### src/rtl/td4_seq.sv
// TD4 control unit: owns pc and carry flag, fetches from a registered ROM and
// sequences the datapath as IDLE -> FETCH -> DECODE -> EXEC, stopping on a self-jump.
module td4_seq #(
    parameter logic [3:0] RESET_PC         = 4'h0,
    parameter bit         HALT_ON_SELF_JMP = 1'b1
) (
    input  logic       clk,
    input  logic       n_rst,
    input  logic       run,
    input  logic       step,
    output logic [3:0] rom_addr,
    input  logic [7:0] rom_data,
    input  logic       alu_carry,
    output logic       ld_a,
    output logic       ld_b,
    output logic       ld_out,
    output logic [1:0] src_sel,
    output logic [3:0] imm,
    output logic [3:0] pc,
    output logic       cflag,
    output logic       busy,
    output logic       halted
);

    localparam int unsigned PC_W  = 4;
    localparam int unsigned INS_W = 8;
    localparam int unsigned SRC_W = 2;

    localparam logic [3:0] OP_ADD_A  = 4'b0000;
    localparam logic [3:0] OP_MOV_AB = 4'b0001;
    localparam logic [3:0] OP_IN_A   = 4'b0010;
    localparam logic [3:0] OP_MOV_AI = 4'b0011;
    localparam logic [3:0] OP_MOV_BA = 4'b0100;
    localparam logic [3:0] OP_ADD_B  = 4'b0101;
    localparam logic [3:0] OP_IN_B   = 4'b0110;
    localparam logic [3:0] OP_MOV_BI = 4'b0111;
    localparam logic [3:0] OP_OUT_B  = 4'b1001;
    localparam logic [3:0] OP_OUT_I  = 4'b1011;
    localparam logic [3:0] OP_JNC    = 4'b1110;
    localparam logic [3:0] OP_JMP    = 4'b1111;

    localparam logic [SRC_W-1:0] SRC_A    = 2'b00;
    localparam logic [SRC_W-1:0] SRC_B    = 2'b01;
    localparam logic [SRC_W-1:0] SRC_SW   = 2'b10;
    localparam logic [SRC_W-1:0] SRC_ZERO = 2'b11;

    typedef enum logic [2:0] {
        S_IDLE   = 3'd0,
        S_FETCH  = 3'd1,
        S_DECODE = 3'd2,
        S_EXEC   = 3'd3,
        S_HALT   = 3'd4
    } state_e;

    state_e             state_q, state_d;
    logic [PC_W-1:0]    pc_q, pc_d;
    logic               cflag_q, cflag_d;
    logic [INS_W-1:0]   ir_q, ir_d;
    logic               step_q;
    logic               ld_a_q, ld_a_d;
    logic               ld_b_q, ld_b_d;
    logic               ld_out_q, ld_out_d;
    logic [SRC_W-1:0]   src_q, src_d;
    logic [PC_W-1:0]    imm_q, imm_d;
    logic               busy_q, busy_d;
    logic               halted_q, halted_d;

    logic               step_rise_c;
    logic [PC_W-1:0]    pc_inc_c;
    logic [3:0]         op_c;
    logic [PC_W-1:0]    im_c;
    logic               halt_c;

    assign step_rise_c = step && !step_q;
    assign pc_inc_c    = PC_W'(pc_q + 4'd1);
    assign op_c        = ir_q[7:4];
    assign im_c        = ir_q[3:0];
    assign halt_c      = HALT_ON_SELF_JMP && (op_c == OP_JMP) && (im_c == pc_q);

    // Next state, pc/flag update and the control word registered for EXEC.
    always_comb begin
        state_d  = state_q;
        pc_d     = pc_q;
        cflag_d  = cflag_q;
        ir_d     = ir_q;
        ld_a_d   = 1'b0;
        ld_b_d   = 1'b0;
        ld_out_d = 1'b0;
        src_d    = SRC_A;
        imm_d    = '0;

        case (state_q)
            S_IDLE: begin
                if (run || step_rise_c) state_d = S_FETCH;
            end
            S_FETCH: state_d = S_DECODE;
            S_DECODE: begin
                ir_d = rom_data;
                case (rom_data[7:4])
                    OP_ADD_A:  begin ld_a_d   = 1'b1; src_d = SRC_A;    imm_d = rom_data[3:0]; end
                    OP_ADD_B:  begin ld_b_d   = 1'b1; src_d = SRC_B;    imm_d = rom_data[3:0]; end
                    OP_MOV_AI: begin ld_a_d   = 1'b1; src_d = SRC_ZERO; imm_d = rom_data[3:0]; end
                    OP_MOV_BI: begin ld_b_d   = 1'b1; src_d = SRC_ZERO; imm_d = rom_data[3:0]; end
                    OP_MOV_AB: begin ld_a_d   = 1'b1; src_d = SRC_B;    end
                    OP_MOV_BA: begin ld_b_d   = 1'b1; src_d = SRC_A;    end
                    OP_IN_A:   begin ld_a_d   = 1'b1; src_d = SRC_SW;   end
                    OP_IN_B:   begin ld_b_d   = 1'b1; src_d = SRC_SW;   end
                    OP_OUT_B:  begin ld_out_d = 1'b1; src_d = SRC_B;    end
                    OP_OUT_I:  begin ld_out_d = 1'b1; src_d = SRC_ZERO; imm_d = rom_data[3:0]; end
                    default: ;
                endcase
                state_d = S_EXEC;
            end
            S_EXEC: begin
                pc_d    = pc_inc_c;
                cflag_d = alu_carry;
                if (op_c == OP_JMP) begin
                    pc_d    = im_c;
                    cflag_d = 1'b0;
                end else if (op_c == OP_JNC) begin
                    pc_d    = cflag_q ? pc_inc_c : im_c;
                    cflag_d = 1'b0;
                end
                if (halt_c)   state_d = S_HALT;
                else if (run) state_d = S_FETCH;
                else          state_d = S_IDLE;
            end
            S_HALT:  state_d = S_HALT;
            default: state_d = S_IDLE;
        endcase

        busy_d   = (state_d == S_FETCH) || (state_d == S_DECODE) || (state_d == S_EXEC);
        halted_d = (state_d == S_HALT);
    end

    always_ff @(posedge clk) begin
        if (!n_rst) begin
            state_q  <= S_IDLE;
            pc_q     <= RESET_PC;
            cflag_q  <= 1'b0;
            ir_q     <= '0;
            step_q   <= 1'b0;
            ld_a_q   <= 1'b0;
            ld_b_q   <= 1'b0;
            ld_out_q <= 1'b0;
            src_q    <= SRC_A;
            imm_q    <= '0;
            busy_q   <= 1'b0;
            halted_q <= 1'b0;
        end else begin
            state_q  <= state_d;
            pc_q     <= pc_d;
            cflag_q  <= cflag_d;
            ir_q     <= ir_d;
            step_q   <= step;
            ld_a_q   <= ld_a_d;
            ld_b_q   <= ld_b_d;
            ld_out_q <= ld_out_d;
            src_q    <= src_d;
            imm_q    <= imm_d;
            busy_q   <= busy_d;
            halted_q <= halted_d;
        end
    end

    assign rom_addr = pc_q;
    assign pc       = pc_q;
    assign cflag    = cflag_q;
    assign ld_a     = ld_a_q;
    assign ld_b     = ld_b_q;
    assign ld_out   = ld_out_q;
    assign src_sel  = src_q;
    assign imm      = imm_q;
    assign busy     = busy_q;
    assign halted   = halted_q;

endmodule

### config.mk
export PLATFORM = sky130hd
export DESIGN_NAME = td4_seq
export DESIGN_NICKNAME = d
export VERILOG_FILES = /design/src/rtl/td4_seq.sv
export SDC_FILE = /design/constraint.sdc
export NUM_CORES = 1
export LEC_CHECK = 0
export ABC_AREA = 1
export CAP_MARGIN = 20
export CORE_MARGIN = 5
export CORE_UTILIZATION = 42
export DETAILED_ROUTE_END_ITERATION = 16
export GPL_TIMING_DRIVEN = 0
export PLACE_DENSITY = 0.74
export SLEW_MARGIN = 20
export SYNTH_ARGS = -nofsm -noshare
export SYNTH_HDL_FRONTEND = slang
export SYNTH_SLANG_ARGS = --single-unit
### constraint.sdc
create_clock -name clk -period 1.1 [get_ports clk]
set_input_delay 0.11 -clock clk [delete_from_list [all_inputs] [get_ports clk]]
set_output_delay 0.11 -clock clk [all_outputs]
set_load 0.02 [all_outputs]
==> metrics.txt, run 1 <==
# TYPE chip_impl_metric gauge
chip_impl_metric{name="numClockSinks",unit=""} 28
chip_impl_metric{name="antenna_cells",unit=""} 0
chip_impl_metric{name="cts-root-to-sink-buffers",unit=""} 2
chip_impl_metric{name="setup_slack_of_the_critical_path_after_layout",unit="ps"} -109
chip_impl_metric{name="worst_slew_pin_slew",unit="ps"} 256
chip_impl_metric{name="synth_warnings",unit=""} 0
chip_impl_metric{name="internal-power",unit="mW"} 1.47
chip_impl_metric{name="buffers_plus_inverters_on_the_worst_setup_path",unit=""} 2
chip_impl_metric{name="global_route_wire_length_before_repair",unit="um"} 4620
chip_impl_metric{name="gr-total-overflow",unit=""} 0
chip_impl_info{name="crit_path_start",value="pc[1]"} 1
chip_impl_info{name="worst_hold_path_type",value="input pin to flop"} 1
chip_impl_metric{name="drt_first_iter_violations",unit=""} 28
chip_impl_metric{name="timing.critical_path.required",unit="ps"} 1350
chip_impl_metric{name="drt_drc_violations_left",unit=""} 0
chip_impl_metric{name="synth-xor-area-share",unit="%"} 0.720
chip_impl_metric{name="fillcell_total",unit=""} 252
chip_impl_metric{name="gp_routability_congestion",unit=""} 0.754
chip_impl_info{name="rsz0062_at_grt",value="true"} 1
chip_impl_metric{name="power.switching_fraction",unit="%"} 29.1
chip_impl_metric{name="postSynthAreaPerCell",unit="um2"} 7.75
chip_impl_metric{name="final_layout_size_suffix_gt1_share",unit="%"} 40.1
chip_impl_metric{name="yosysTopAreaCellShare",unit="%"} 46.1
chip_impl_metric{name="port_buffers",unit=""} 32
chip_impl_metric{name="fmaxAchievable",unit="MHz"} 827
chip_impl_metric{name="synth_compound_area_share",unit="%"} 12.7
chip_impl_metric{name="min_path_cells",unit=""} 3
chip_impl_metric{name="clock_tree_skew_after_final_layout",unit="ps"} 4.80
chip_impl_metric{name="postSynth.asyncResetShare",unit="%"} 0
chip_impl_info{name="synth_area_leaders",value="dfxtp_1 46%, nand2_1 9.9%, inv_1 6.2%"} 1
chip_impl_metric{name="grt_start_max_net_pins",unit=""} 16
chip_impl_metric{name="static-leakage-power",unit="nW"} 0.800
chip_impl_metric{name="start_util",unit="%"} 44.1
chip_impl_info{name="holdCritStartpoint",value="rom_data[0]"} 1
chip_impl_metric{name="power.share.sequential",unit="%"} 54.4
chip_impl_metric{name="vias_per_cell",unit=""} 4.97
chip_impl_metric{name="clock_transition_at_the_register_clock_pins_on_the_worst_setup_and_hold_paths_after_cts",unit="ps"} 150
chip_impl_metric{name="synth_seq_area_share",unit="%"} 46.1
chip_impl_metric{name="synth.net_count",unit=""} 171
chip_impl_metric{name="place_ws",unit="ps"} -185
chip_impl_metric{name="clockPowerShare",unit="%"} 24.3
chip_impl_metric{name="worst-endpoint-arrival",unit="ps"} 1460
chip_impl_metric{name="post-route-period-util",unit="%"} 110
chip_impl_metric{name="worstRegToRegCells",unit=""} 9
chip_impl_metric{name="hold_viol_final",unit=""} 0
chip_impl_info{name="cts_tree",value="yes"} 1
chip_impl_metric{name="row_count",unit=""} 19
chip_impl_metric{name="timing.final.max_slew_violations",unit=""} 0
chip_impl_metric{name="netlist-cell-type-count",unit=""} 25
chip_impl_info{name="crit_path_frequent_cell",value="nand2_1"} 1
chip_impl_metric{name="wl_per_cell",unit="um"} 12.7
chip_impl_info{name="synth_common_cells",value="32 x nand2_1, 28 x dfxtp_1, 20 x inv_1, 20 x nor2_1, 9 x a21oi_1"} 1
chip_impl_info{name="worstSetupEndpointType",value="flop"} 1
chip_impl_info{name="outcome",value="complete, but fails checks"} 1
chip_impl_info{name="worst_r2r_endpoint",value="busy"} 1
chip_impl_metric{name="synth_simple_gate_area_share",unit="%"} 27.6
chip_impl_info{name="critPathKind",value="flop to flop"} 1
chip_impl_metric{name="syn-cell-area",unit="um2"} 1220
chip_impl_metric{name="maximum_cell_stage_delay_along_the_critical_path",unit="ps"} 390
chip_impl_metric{name="synth_mux_area_share",unit="%"} 0
chip_impl_metric{name="die_width",unit="um"} 63.8
chip_impl_metric{name="setup_violations",unit=""} 4
chip_impl_info{name="timing.critical_path.from_type",value="flop"} 1
chip_impl_metric{name="netSwitchingPower",unit="uW"} 602
chip_impl_metric{name="grt_use_total",unit="%"} 14.0
chip_impl_info{name="ys.flop_type",value="dfxtp_1"} 1
chip_impl_metric{name="htreeDepth",unit=""} 1
chip_impl_metric{name="io_pins",unit=""} 33
chip_impl_metric{name="synth-seq-cells",unit=""} 28
chip_impl_metric{name="layout.nets",unit=""} 222
chip_impl_info{name="cpLargestDelayFamily",value="simple AND/OR/NAND/NOR gates"} 1
chip_impl_metric{name="number_of_flops_mapped_to_enable_cells_by_yosys",unit=""} 0
chip_impl_info{name="netlist.top_cell.by_area",value="dfxtp_1"} 1
chip_impl_metric{name="power_density",unit="nW/um2"} 1170
chip_impl_metric{name="min_period",unit="ps"} 1210
chip_impl_metric{name="power.share.combinational",unit="%"} 21.3
chip_impl_metric{name="place.detailed.instances",unit=""} 220
chip_impl_metric{name="detailed_place_hpwl",unit="um"} 2090
chip_impl_metric{name="clock_insertion_delay_worst_skew",unit="ps"} 330
chip_impl_info{name="timing.critical_path.cells",value="buf_6 -> nand2_1 -> nand2_1 -> nor2_1 -> nand3_2 -> nand2_2 -> nand3_1 -> nand2_1 -> inv_1"} 1
chip_impl_info{name="whs_endpoint",value="imm[0]"} 1
chip_impl_metric{name="detailedRoute.firstPassIterationCount",unit=""} 4
chip_impl_metric{name="max-vdd-ir-drop",unit="uV"} 878
chip_impl_info{name="dominant_combinational_cell_family_by_area_after_synthesis",value="simple AND/OR/NAND/NOR gates"} 1
chip_impl_metric{name="yosys.area_share.adder",unit="%"} 1.03
chip_impl_metric{name="grt_pass1_vias",unit=""} 1125
chip_impl_metric{name="drv_cap",unit=""} 0
chip_impl_metric{name="timing.reg2reg.setup_slack",unit="ps"} -110
chip_impl_metric{name="layout.cells.non_filler",unit=""} 238
chip_impl_metric{name="totalWireLength",unit="um"} 3020
chip_impl_info{name="post-synth-top-count-cell",value="nand2_1"} 1
chip_impl_metric{name="route.vias.total",unit=""} 1183
chip_impl_metric{name="cts_buffers",unit=""} 3
chip_impl_metric{name="die_h",unit="um"} 63.8
chip_impl_metric{name="critical_path.max_fanout",unit=""} 4
chip_impl_info{name="critical_path_cell_with_the_highest_stage_delay",value="dfxtp_4"} 1
chip_impl_info{name="failed_checks",value="setup timing"} 1
chip_impl_metric{name="number_of_routed_nets_with_antenna_violations",unit=""} 0
chip_impl_metric{name="worst_slew_margin_rel",unit="%"} 82.9
chip_impl_info{name="rr_startpoint",value="pc[1]"} 1
chip_impl_metric{name="floorplan.die_area",unit="um2"} 4070
chip_impl_metric{name="number_of_instances_in_the_synthesized_netlist",unit=""} 157
chip_impl_info{name="cts.root.buffer_cell",value="clkbuf_4"} 1
chip_impl_metric{name="fp.coreArea",unit="um2"} 2760
chip_impl_metric{name="antenna_found_initial",unit=""} 0
chip_impl_metric{name="area_growth_syn_to_layout",unit="%"} 45.0
## worst reg2reg max path, delay by kind of cell, from the launching register on
family                 cells  cell delay (ps)
and+or+nand+nor            7              590
DFF                        1              390
buffers and inverters      2              170
## repair_timing
action                                  CTS  global route
buffers inserted                          7             7
endpoints found under the setup margin   27            31
hold buffers                              0             0
pin swaps                                 6             9
gates resized for setup                  78            34
## sequential cells by signal, summed over array words and instances, names as in the netlist
name	count
busy	1
cflag	1
halted	1
imm	4
ir_q	8
ld_a	1
ld_b	1
ld_out	1
pc	4
src_sel	2
state_q	3
step_q	1
## per-stage QoR
step / util (%) / power [mW] / setup TNS [ps] / cell area, um2 / hold WS (ps)
global placement: 57.3 / 1.52 / -2410 / 1580 / 468
floorplan: - / 1.38 / -32.2 / 1220 / 179
global route: 63.9 / 2.17 / -960 / 1760 / 320
finish: 63.9 / 2.07 / -255 / 1760 / 308
CTS: 61.5 / 2.03 / -185 / 1700 / 302
detailed placement: 57.3 / 1.53 / -3000 / 1580 / 477
## worst max path at each step
stage                   to  cells after the start
6_report              busy                      9
2_1_floorplan         busy                      9
3_5_place_dp   rom_addr[3]                      2
5_1_grt             halted                      8
4_1_cts               busy                      9
3_3_place_gp        imm[2]                      5
## metal layers
layer  share of wire (%)  GRT usage, %  vias up
met5                   0             0        -
met4                 1.4          6.75        0
met3                 7.7          3.15        5
met2                  55          25.9       42
met1                  36          14.6      540
li1                    -             -      596
## power groups by stage
stage          logic [mW]  clock network [mW]  registers, mW
5_1_grt             0.485               0.549           1.14
6_report            0.440               0.503           1.13
3_3_place_gp        0.374                   0           1.14
4_1_cts             0.399               0.515           1.12
3_5_place_dp        0.382                   0           1.15
2_1_floorplan       0.213                   0           1.17
## area by class of cell
class | count | area (um2) | share of cell area, %
tap | 31 | 38.8 | 2.20
inverter | 28 | 113 | 6.39
sequential | 28 | 586 | 33.2
buffer | 5 | 45.0 | 2.56
multi-input combinational | 96 | 577 | 32.7
timing repair buffer | 46 | 368 | 20.9
clock buffer | 4 | 36.3 | 2.06
## layout by cell type, fill, tap and decap left out, drive strengths merged
master,Yosys,layout
a31oi,1,1
nor3,2,2
buf,5,28
nand3,11,11
nand2,33,33
clkdlybuf4s50,0,12
o22ai,3,3
nor4,1,1
inv,28,28
nor2,20,20
xor2,1,1
nand4,2,2
clkdlybuf4s15,0,1
o21ai,9,9
clkbuf,0,14
ha,1,1
a21oi,11,11
o211ai,1,1
dfxtp,28,28
## logic make-up (layout without fill, tap and decap cells)
logic type / after synthesis / count (layout)
AOI/OAI and AO/OA: 25 / 25
buffers and inverters: 33 / 83
DFF: 28 / 28
and+or+nand+nor: 69 / 69
adders and majority gates: 1 / 1
xor gates and xnor gates: 1 / 1
Power figures use the tool's default switching activity.
==> inputs of run 2 (changes only) <==
--- a/config.mk
+++ b/config.mk
@@ -11,8 +11,8 @@
 export CORE_UTILIZATION = 42
 export DETAILED_ROUTE_END_ITERATION = 16
 export GPL_TIMING_DRIVEN = 0
-export PLACE_DENSITY = 0.74
-export SLEW_MARGIN = 20
+export PLACE_DENSITY = 0.86
+export REMOVE_ABC_BUFFERS = 1
 export SYNTH_ARGS = -nofsm -noshare
 export SYNTH_HDL_FRONTEND = slang
 export SYNTH_SLANG_ARGS = --single-unit
==> run 2 against run 1 <==
Compared with the run above: sequential share of layout area is 2.5 points higher; critical path depth stayed put; wire length is 10% lower; design area is 6.7% lower; the flow still finishes with violations (setup timing); largest power group unchanged; largest cell class unchanged; via count is 7.5% lower; utilization is 4.3 points lower; die area stayed put.
==> metrics.txt, run 2 (synthesis results as in run 1) <==
# TYPE chip_impl_metric gauge
chip_impl_info{name="rr_startpoint",value="pc[0]"} 1
chip_impl_metric{name="drt_first_iter_violations",unit=""} 41
chip_impl_metric{name="grt_pass1_vias",unit=""} 932
chip_impl_metric{name="gr-total-overflow",unit=""} 0
chip_impl_metric{name="worst-endpoint-arrival",unit="ps"} 1390
chip_impl_metric{name="timing.critical_path.required",unit="ps"} 1340
chip_impl_metric{name="floorplan.die_area",unit="um2"} 4070
chip_impl_metric{name="fp.coreArea",unit="um2"} 2760
chip_impl_metric{name="setup_slack_of_the_critical_path_after_layout",unit="ps"} -44.7
chip_impl_metric{name="clock_insertion_delay_worst_skew",unit="ps"} 330
chip_impl_metric{name="totalWireLength",unit="um"} 2710
chip_impl_metric{name="detailedRoute.firstPassIterationCount",unit=""} 4
chip_impl_metric{name="grt_use_total",unit="%"} 12.7
chip_impl_metric{name="area_growth_syn_to_layout",unit="%"} 35.2
chip_impl_metric{name="static-leakage-power",unit="nW"} 0.722
chip_impl_info{name="critical_path_cell_with_the_highest_stage_delay",value="dfxtp_4"} 1
chip_impl_info{name="worst_hold_path_type",value="input pin to flop"} 1
chip_impl_info{name="top_register",value="ir_q"} 1
chip_impl_metric{name="clock_tree_skew_after_final_layout",unit="ps"} 3.17
chip_impl_metric{name="holdWs",unit="ps"} 314
chip_impl_info{name="failed_checks",value="setup timing"} 1
chip_impl_info{name="cts.root.buffer_cell",value="clkbuf_4"} 1
chip_impl_metric{name="post_route_cell_area",unit="um2"} 1640
chip_impl_metric{name="layout.nets",unit=""} 207
chip_impl_metric{name="power_density",unit="nW/um2"} 1190
chip_impl_metric{name="global_route_wire_length_before_repair",unit="um"} 4110
chip_impl_metric{name="min_path_cells",unit=""} 3
chip_impl_metric{name="vias_per_cell",unit=""} 4.93
chip_impl_metric{name="hold_viol_final",unit=""} 0
chip_impl_metric{name="io_pins",unit=""} 33
chip_impl_metric{name="die_width",unit="um"} 63.8
chip_impl_info{name="whs_endpoint",value="step_q"} 1
chip_impl_metric{name="port_buffers",unit=""} 32
chip_impl_metric{name="grtUsageMet1",unit="%"} 14.5
chip_impl_metric{name="power.total",unit="mW"} 1.96
chip_impl_info{name="outcome",value="complete, but fails checks"} 1
chip_impl_metric{name="htreeDepth",unit=""} 1
chip_impl_metric{name="detailed_place_hpwl",unit="um"} 1930
chip_impl_metric{name="worst_slew_pin_slew",unit="ps"} 594
chip_impl_metric{name="antenna_found_initial",unit=""} 0
chip_impl_info{name="rsz0062_at_grt",value="true"} 1
chip_impl_metric{name="post-route-period-util",unit="%"} 104
chip_impl_metric{name="numClockSinks",unit=""} 28
chip_impl_metric{name="antenna_cells",unit=""} 0
chip_impl_metric{name="grt_use_met3",unit="%"} 4.03
chip_impl_metric{name="cts-root-to-sink-buffers",unit=""} 2
chip_impl_metric{name="clock_transition_at_the_register_clock_pins_on_the_worst_setup_and_hold_paths_after_cts",unit="ps"} 130
chip_impl_metric{name="number_of_routed_nets_with_antenna_violations",unit=""} 0
chip_impl_info{name="final_cell_mix",value="29 x nand2_1, 20 x inv_1, 19 x nor2_1"} 1
chip_impl_metric{name="min_period",unit="ps"} 1140
chip_impl_info{name="critPathKind",value="flop to flop"} 1
chip_impl_metric{name="critical_path.max_fanout",unit=""} 5
chip_impl_metric{name="start_util",unit="%"} 44.1
chip_impl_metric{name="largest_reg_flops",unit=""} 8
chip_impl_metric{name="timing.final.max_slew_violations",unit=""} 0
chip_impl_metric{name="postPlaceCellArea",unit="um2"} 1540
chip_impl_info{name="worst_r2r_endpoint",value="busy"} 1
chip_impl_info{name="holdCritStartpoint",value="step"} 1
chip_impl_metric{name="row_count",unit=""} 19
chip_impl_metric{name="setup_violations",unit=""} 2
chip_impl_metric{name="final_core_utilization",unit="%"} 59.6
chip_impl_info{name="timing.critical_path.cells",value="buf_12 -> nand2_4 -> nand2_4 -> nor2_4 -> nand3_2 -> nand2_2 -> nand3_2 -> nand2_1 -> inv_1"} 1
chip_impl_metric{name="maximum_cell_stage_delay_along_the_critical_path",unit="ps"} 380
chip_impl_metric{name="grt_start_max_net_pins",unit=""} 15
chip_impl_info{name="worstSetupEndpointType",value="flop"} 1
chip_impl_metric{name="grtUsageMet2",unit="%"} 20.1
chip_impl_metric{name="worst_slew_margin_rel",unit="%"} 60.4
chip_impl_metric{name="die_h",unit="um"} 63.8
chip_impl_metric{name="cts_buffers",unit=""} 3
chip_impl_info{name="layout_commonest_cell",value="nand2_1"} 1
chip_impl_metric{name="route.vias.total",unit=""} 1094
chip_impl_metric{name="wl_per_cell",unit="um"} 12.2
chip_impl_metric{name="final_layout_size_suffix_gt1_share",unit="%"} 34.0
chip_impl_metric{name="drt_drc_violations_left",unit=""} 0
chip_impl_metric{name="worstRegToRegCells",unit=""} 9
chip_impl_info{name="grt_most_used_layer",value="met2"} 1
chip_impl_metric{name="timing.reg2reg.setup_slack",unit="ps"} -40
chip_impl_info{name="cts_tree",value="yes"} 1
chip_impl_info{name="timing.critical_path.from_type",value="flop"} 1
chip_impl_metric{name="max-vdd-ir-drop",unit="uV"} 873
chip_impl_metric{name="gp_routability_congestion",unit=""} 0.776
chip_impl_metric{name="fmaxAchievable",unit="MHz"} 874
chip_impl_metric{name="drv_cap",unit=""} 0
run 2: cell types whose count changed in the layout (fill, tap and decap cells not counted), sizes merged:
cell,change
clkdlybuf4s15,+3
clkbuf,-3
clkdlybuf4s50,-1
buf,-16
dlygate4sd2,+1
run 2: worst max-delay path by stage:
stage               depth (start not counted)  endpoint  slack (ps)  startpoint
global placement                            5     pc[1]        -400       n_rst
CTS                                         9      busy         -60       pc[0]
detailed placement                          5     pc[1]        -400       n_rst
floorplan                                   9      busy        -190       pc[2]
finish                                      9      busy         -40       pc[0]
global route                                8      busy        -150     ir_q[0]
run 2: worst max-delay path, delay by kind of cell, from the launching register on:
kind | cells | cell delay, ps
and+or+nand+nor | 7 | 500
buffers and inverters | 2 | 180
DFF | 1 | 380
run 2: what timing repair did:
item	4_1_cts	5_1_grt
buffers inserted	3	1
resized for setup	72	34
endpoints found under the setup margin	30	25
pin swaps	4	11
hold buffers	0	0
endpoints found under the hold margin	0	0
run 2: layer usage:
layer	wire length (um)	share of wire, %
met2	1330	49
met5	0	0
met4	72	2.7
met3	206	7.6
met1	1100	41
run 2: through the flow:
stage	instances	worst slack [ps]	TNS [ps]
after global placement	215	-395	-7490
after global routing	222	-148	-563
after detailed placement	215	-404	-8280
after CTS	221	-63.1	-112
final	222	-44.7	-75.5
after floorplan	152	-193	-978
run 2: power breakdown:
group | internal, mW | leakage [nW] | switching (mW)
logic | 0.176 | 0.474 | 0.249
clock network | 0.129 | 0.0138 | 0.279
registers | 1.07 | 0.234 | 0.0549
run 2: area by class of cell:
class / instances / area (um2)
Clock buffer: 3 / 22.5
Fill cell: 259 / 1110
Inverter: 28 / 115
Multi-Input combinational cell: 96 / 582
Sequential cell: 28 / 587
Tap cell: 31 / 38.8
Timing Repair Buffer: 36 / 299
==> inputs of run 3 (changes only) <==
--- a/config.mk
+++ b/config.mk
@@ -13,6 +13,7 @@
 export GPL_TIMING_DRIVEN = 0
 export PLACE_DENSITY = 0.86
 export REMOVE_ABC_BUFFERS = 1
+export SKIP_LAST_GASP = 1
 export SYNTH_ARGS = -nofsm -noshare
 export SYNTH_HDL_FRONTEND = slang
 export SYNTH_SLANG_ARGS = --single-unit
==> constraint.sdc (replaced) <==
create_clock -name clk -period 1.1 [get_ports clk]
set_input_delay 0.11 -clock clk [delete_from_list [all_inputs] [get_ports clk]]
set_output_delay 0.11 -clock clk [all_outputs]
set_load 0.1 [all_outputs]
==> run 3 against run 2 <==
Compared with the run above: utilization rose by 5.3 points; critical endpoint unchanged; hold slack improved by 4.3 ps; register-to-register slack hardly changed; power increased by 8.8%; cell count grew 1.4%; highest routed layer unchanged; combinational power up 41%; clock skew decreased by 1.5 ps; critical path depth is the same; the run still ends with setup timing left.
==> metrics.txt, run 3 (synthesis results as in run 1) <==
# TYPE chip_impl_metric gauge
chip_impl_metric{name="clock_transition_at_the_register_clock_pins_on_the_worst_setup_and_hold_paths_after_cts",unit="ps"} 130
chip_impl_metric{name="clock_insertion_delay_worst_skew",unit="ps"} 330
chip_impl_metric{name="global_route_wire_length_before_repair",unit="um"} 3940
chip_impl_metric{name="final_layout_size_suffix_gt1_share",unit="%"} 32.5
chip_impl_metric{name="detailed_place_hpwl",unit="um"} 1930
chip_impl_metric{name="critical_path.max_fanout",unit=""} 4
chip_impl_metric{name="static-leakage-power",unit="nW"} 0.777
chip_impl_metric{name="wl_per_cell",unit="um"} 11.5
chip_impl_info{name="crit_path_frequent_cell",value="nand2_1"} 1
chip_impl_info{name="cts_tree",value="yes"} 1
chip_impl_metric{name="fmaxAchievable",unit="MHz"} 879
chip_impl_info{name="top_register",value="ir_q"} 1
chip_impl_metric{name="hold_viol_final",unit=""} 0
chip_impl_metric{name="maximum_cell_stage_delay_along_the_critical_path",unit="ps"} 400
chip_impl_info{name="layout_commonest_cell",value="nand2_1"} 1
chip_impl_metric{name="setup_violations",unit=""} 7
chip_impl_metric{name="timing.final.max_slew_violations",unit=""} 0
chip_impl_metric{name="area_growth_syn_to_layout",unit="%"} 47.1
chip_impl_metric{name="antenna_cells",unit=""} 0
chip_impl_info{name="critical_path_cell_with_the_highest_stage_delay",value="dfxtp_4"} 1
chip_impl_metric{name="layout.nets",unit=""} 210
chip_impl_metric{name="gp_routability_congestion",unit=""} 0.776
chip_impl_info{name="outcome",value="complete, but fails checks"} 1
chip_impl_metric{name="die_h",unit="um"} 63.8
chip_impl_metric{name="netSwitchingPower",unit="uW"} 717
chip_impl_info{name="timing.critical_path.cells",value="inv_2 -> nand2_1 -> nand2_1 -> nor2_1 -> nand3_1 -> nand2_1 -> nand3_1 -> nand2_1 -> inv_1"} 1
chip_impl_metric{name="cts_hold_repair.buffers",unit=""} 0
chip_impl_metric{name="setup_slack_of_the_critical_path_after_layout",unit="ps"} -37.1
chip_impl_metric{name="antenna_found_initial",unit=""} 0
chip_impl_metric{name="htreeDepth",unit=""} 1
chip_impl_info{name="cts.root.buffer_cell",value="clkbuf_4"} 1
chip_impl_metric{name="power_density",unit="nW/um2"} 1190
chip_impl_metric{name="detailedRoute.firstPassIterationCount",unit=""} 4
chip_impl_metric{name="clockPowerShare",unit="%"} 18.8
chip_impl_metric{name="clock_tree_skew_after_final_layout",unit="ps"} 1.67
chip_impl_metric{name="floorplan.die_area",unit="um2"} 4070
chip_impl_metric{name="grt_use_total",unit="%"} 12.3
chip_impl_metric{name="internal-power",unit="mW"} 1.42
chip_impl_metric{name="place.detailed.instances",unit=""} 215
chip_impl_metric{name="drv_cap",unit=""} 0
chip_impl_metric{name="post-route-period-util",unit="%"} 103
chip_impl_metric{name="row_count",unit=""} 19
chip_impl_info{name="rsz0062_at_grt",value="true"} 1
chip_impl_metric{name="power.share.combinational",unit="%"} 28.0
chip_impl_metric{name="worst_slew_margin_rel",unit="%"} 62.2
chip_impl_metric{name="route.vias.total",unit=""} 1084
chip_impl_metric{name="drt_drc_violations_left",unit=""} 0
chip_impl_metric{name="totalWireLength",unit="um"} 2580
chip_impl_metric{name="cts_buffers",unit=""} 3
chip_impl_metric{name="grt_pass1_vias",unit=""} 902
chip_impl_metric{name="io_pins",unit=""} 33
chip_impl_metric{name="power.share.sequential",unit="%"} 53.1
chip_impl_metric{name="max-vdd-ir-drop",unit="uV"} 978
chip_impl_metric{name="cts-root-to-sink-buffers",unit=""} 2
chip_impl_info{name="final_cell_mix",value="32 x nand2_1, 20 x nor2_1, 19 x inv_1"} 1
chip_impl_metric{name="vias_per_cell",unit=""} 4.82
chip_impl_metric{name="min_period",unit="ps"} 1140
chip_impl_metric{name="gr-total-overflow",unit=""} 0
chip_impl_info{name="timing.critical_path.from_type",value="flop"} 1
chip_impl_metric{name="layout.cells.non_filler",unit=""} 225
chip_impl_info{name="worstSetupEndpointType",value="flop"} 1
chip_impl_info{name="worst_hold_path_type",value="input pin to flop"} 1
chip_impl_metric{name="drt_first_iter_violations",unit=""} 41
chip_impl_metric{name="numClockSinks",unit=""} 28
chip_impl_metric{name="die_width",unit="um"} 63.8
chip_impl_metric{name="start_util",unit="%"} 44.1
chip_impl_info{name="failed_checks",value="setup timing"} 1
chip_impl_metric{name="port_buffers",unit=""} 32
chip_impl_metric{name="timing.critical_path.required",unit="ps"} 1340
chip_impl_metric{name="power.total",unit="mW"} 2.14
chip_impl_metric{name="number_of_routed_nets_with_antenna_violations",unit=""} 0
chip_impl_metric{name="final.setup.tns",unit="ps"} -148
chip_impl_metric{name="fillcell_total",unit=""} 228
chip_impl_metric{name="largest_reg_flops",unit=""} 8
chip_impl_metric{name="worst_slew_pin_slew",unit="ps"} 567
chip_impl_metric{name="fp.coreArea",unit="um2"} 2760
chip_impl_metric{name="grt_start_max_net_pins",unit=""} 15
chip_impl_metric{name="power.switching_fraction",unit="%"} 33.6
chip_impl_metric{name="worst-endpoint-arrival",unit="ps"} 1380
chip_impl_info{name="critPathKind",value="flop to flop"} 1
run 3: cell count changes in the layout (fill, tap and decap cells not counted), sizes merged:
| cell | delta |
|---|---|
| clkbuf | -8 |
| buf | +15 |
| clkdlybuf4s15 | -4 |
run 3: per-stage QoR:
| step | util (%) | worst slack [ps] | hold WS [ps] | area, um2 |
|---|---|---|---|---|
| after CTS | 58.5 | -39.8 | 303 | 1610 |
| after floorplan | - | -1340 | 179 | 1180 |
| after global routing | 64.9 | -131 | 303 | 1790 |
| after detailed placement | 55.8 | -661 | 486 | 1540 |
| final | 64.9 | -37.1 | 319 | 1790 |
| after global placement | 55.8 | -648 | 466 | 1540 |
run 3: final timing paths:
| check | from | endpoint | slack (ps) | cells after the start |
|---|---|---|---|---|
| setup / recovery | pc[2] | busy | -40 | 9 |
| hold / removal | step | step_q | 320 | 3 |
| setup reg to reg | pc[2] | busy | -40 | 9 |
| hold reg to reg | ir_q[6] | ir_q[6] | 510 | 2 |
run 3: power groups by stage:
stage                     combinational [mW]  sequential (mW)  clock (mW)
after floorplan                        0.196             1.33           0
final                                  0.599             1.14       0.403
after CTS                              0.550             1.12       0.429
after global routing                   0.637             1.14       0.480
after detailed placement               0.529             1.15           0
after global placement                 0.518             1.14           0
run 3: final cells by class:
class,count,area (um2),area share [%]
clock buffer,3,22.5,1.26
inverter,28,115,6.43
multi-input combinational,96,531,29.7
sequential,28,588,32.9
tap,31,38.8,2.17
timing repair buffer,39,494,27.6
run 3: worst max-delay path: cells and delay by family (launching register included):
kind	cells	cell delay (ps)
flip-flops	1	400
buffers and inverters	2	90
AND/OR/NAND/NOR	7	560
run 3: layer usage:
metal | vias up | wire length, um | track usage (%)
met4 | 0 | 72 | 8.57
met3 | 5 | 149 | 3.15
met5 | - | 0 | 0
li1 | 567 | - | -
met2 | 29 | 1290 | 20.0
met1 | 483 | 1070 | 13.8
run 3: repair_timing:
| action | 4_1_cts | 5_1_grt |
|---|---|---|
| setup buffers | 2 | 5 |
| pin swaps | 2 | 13 |
| hold endpoints to repair | 0 | 0 |
| endpoints found under the setup margin | 30 | 33 |
| gates resized for setup | 150 | 33 |
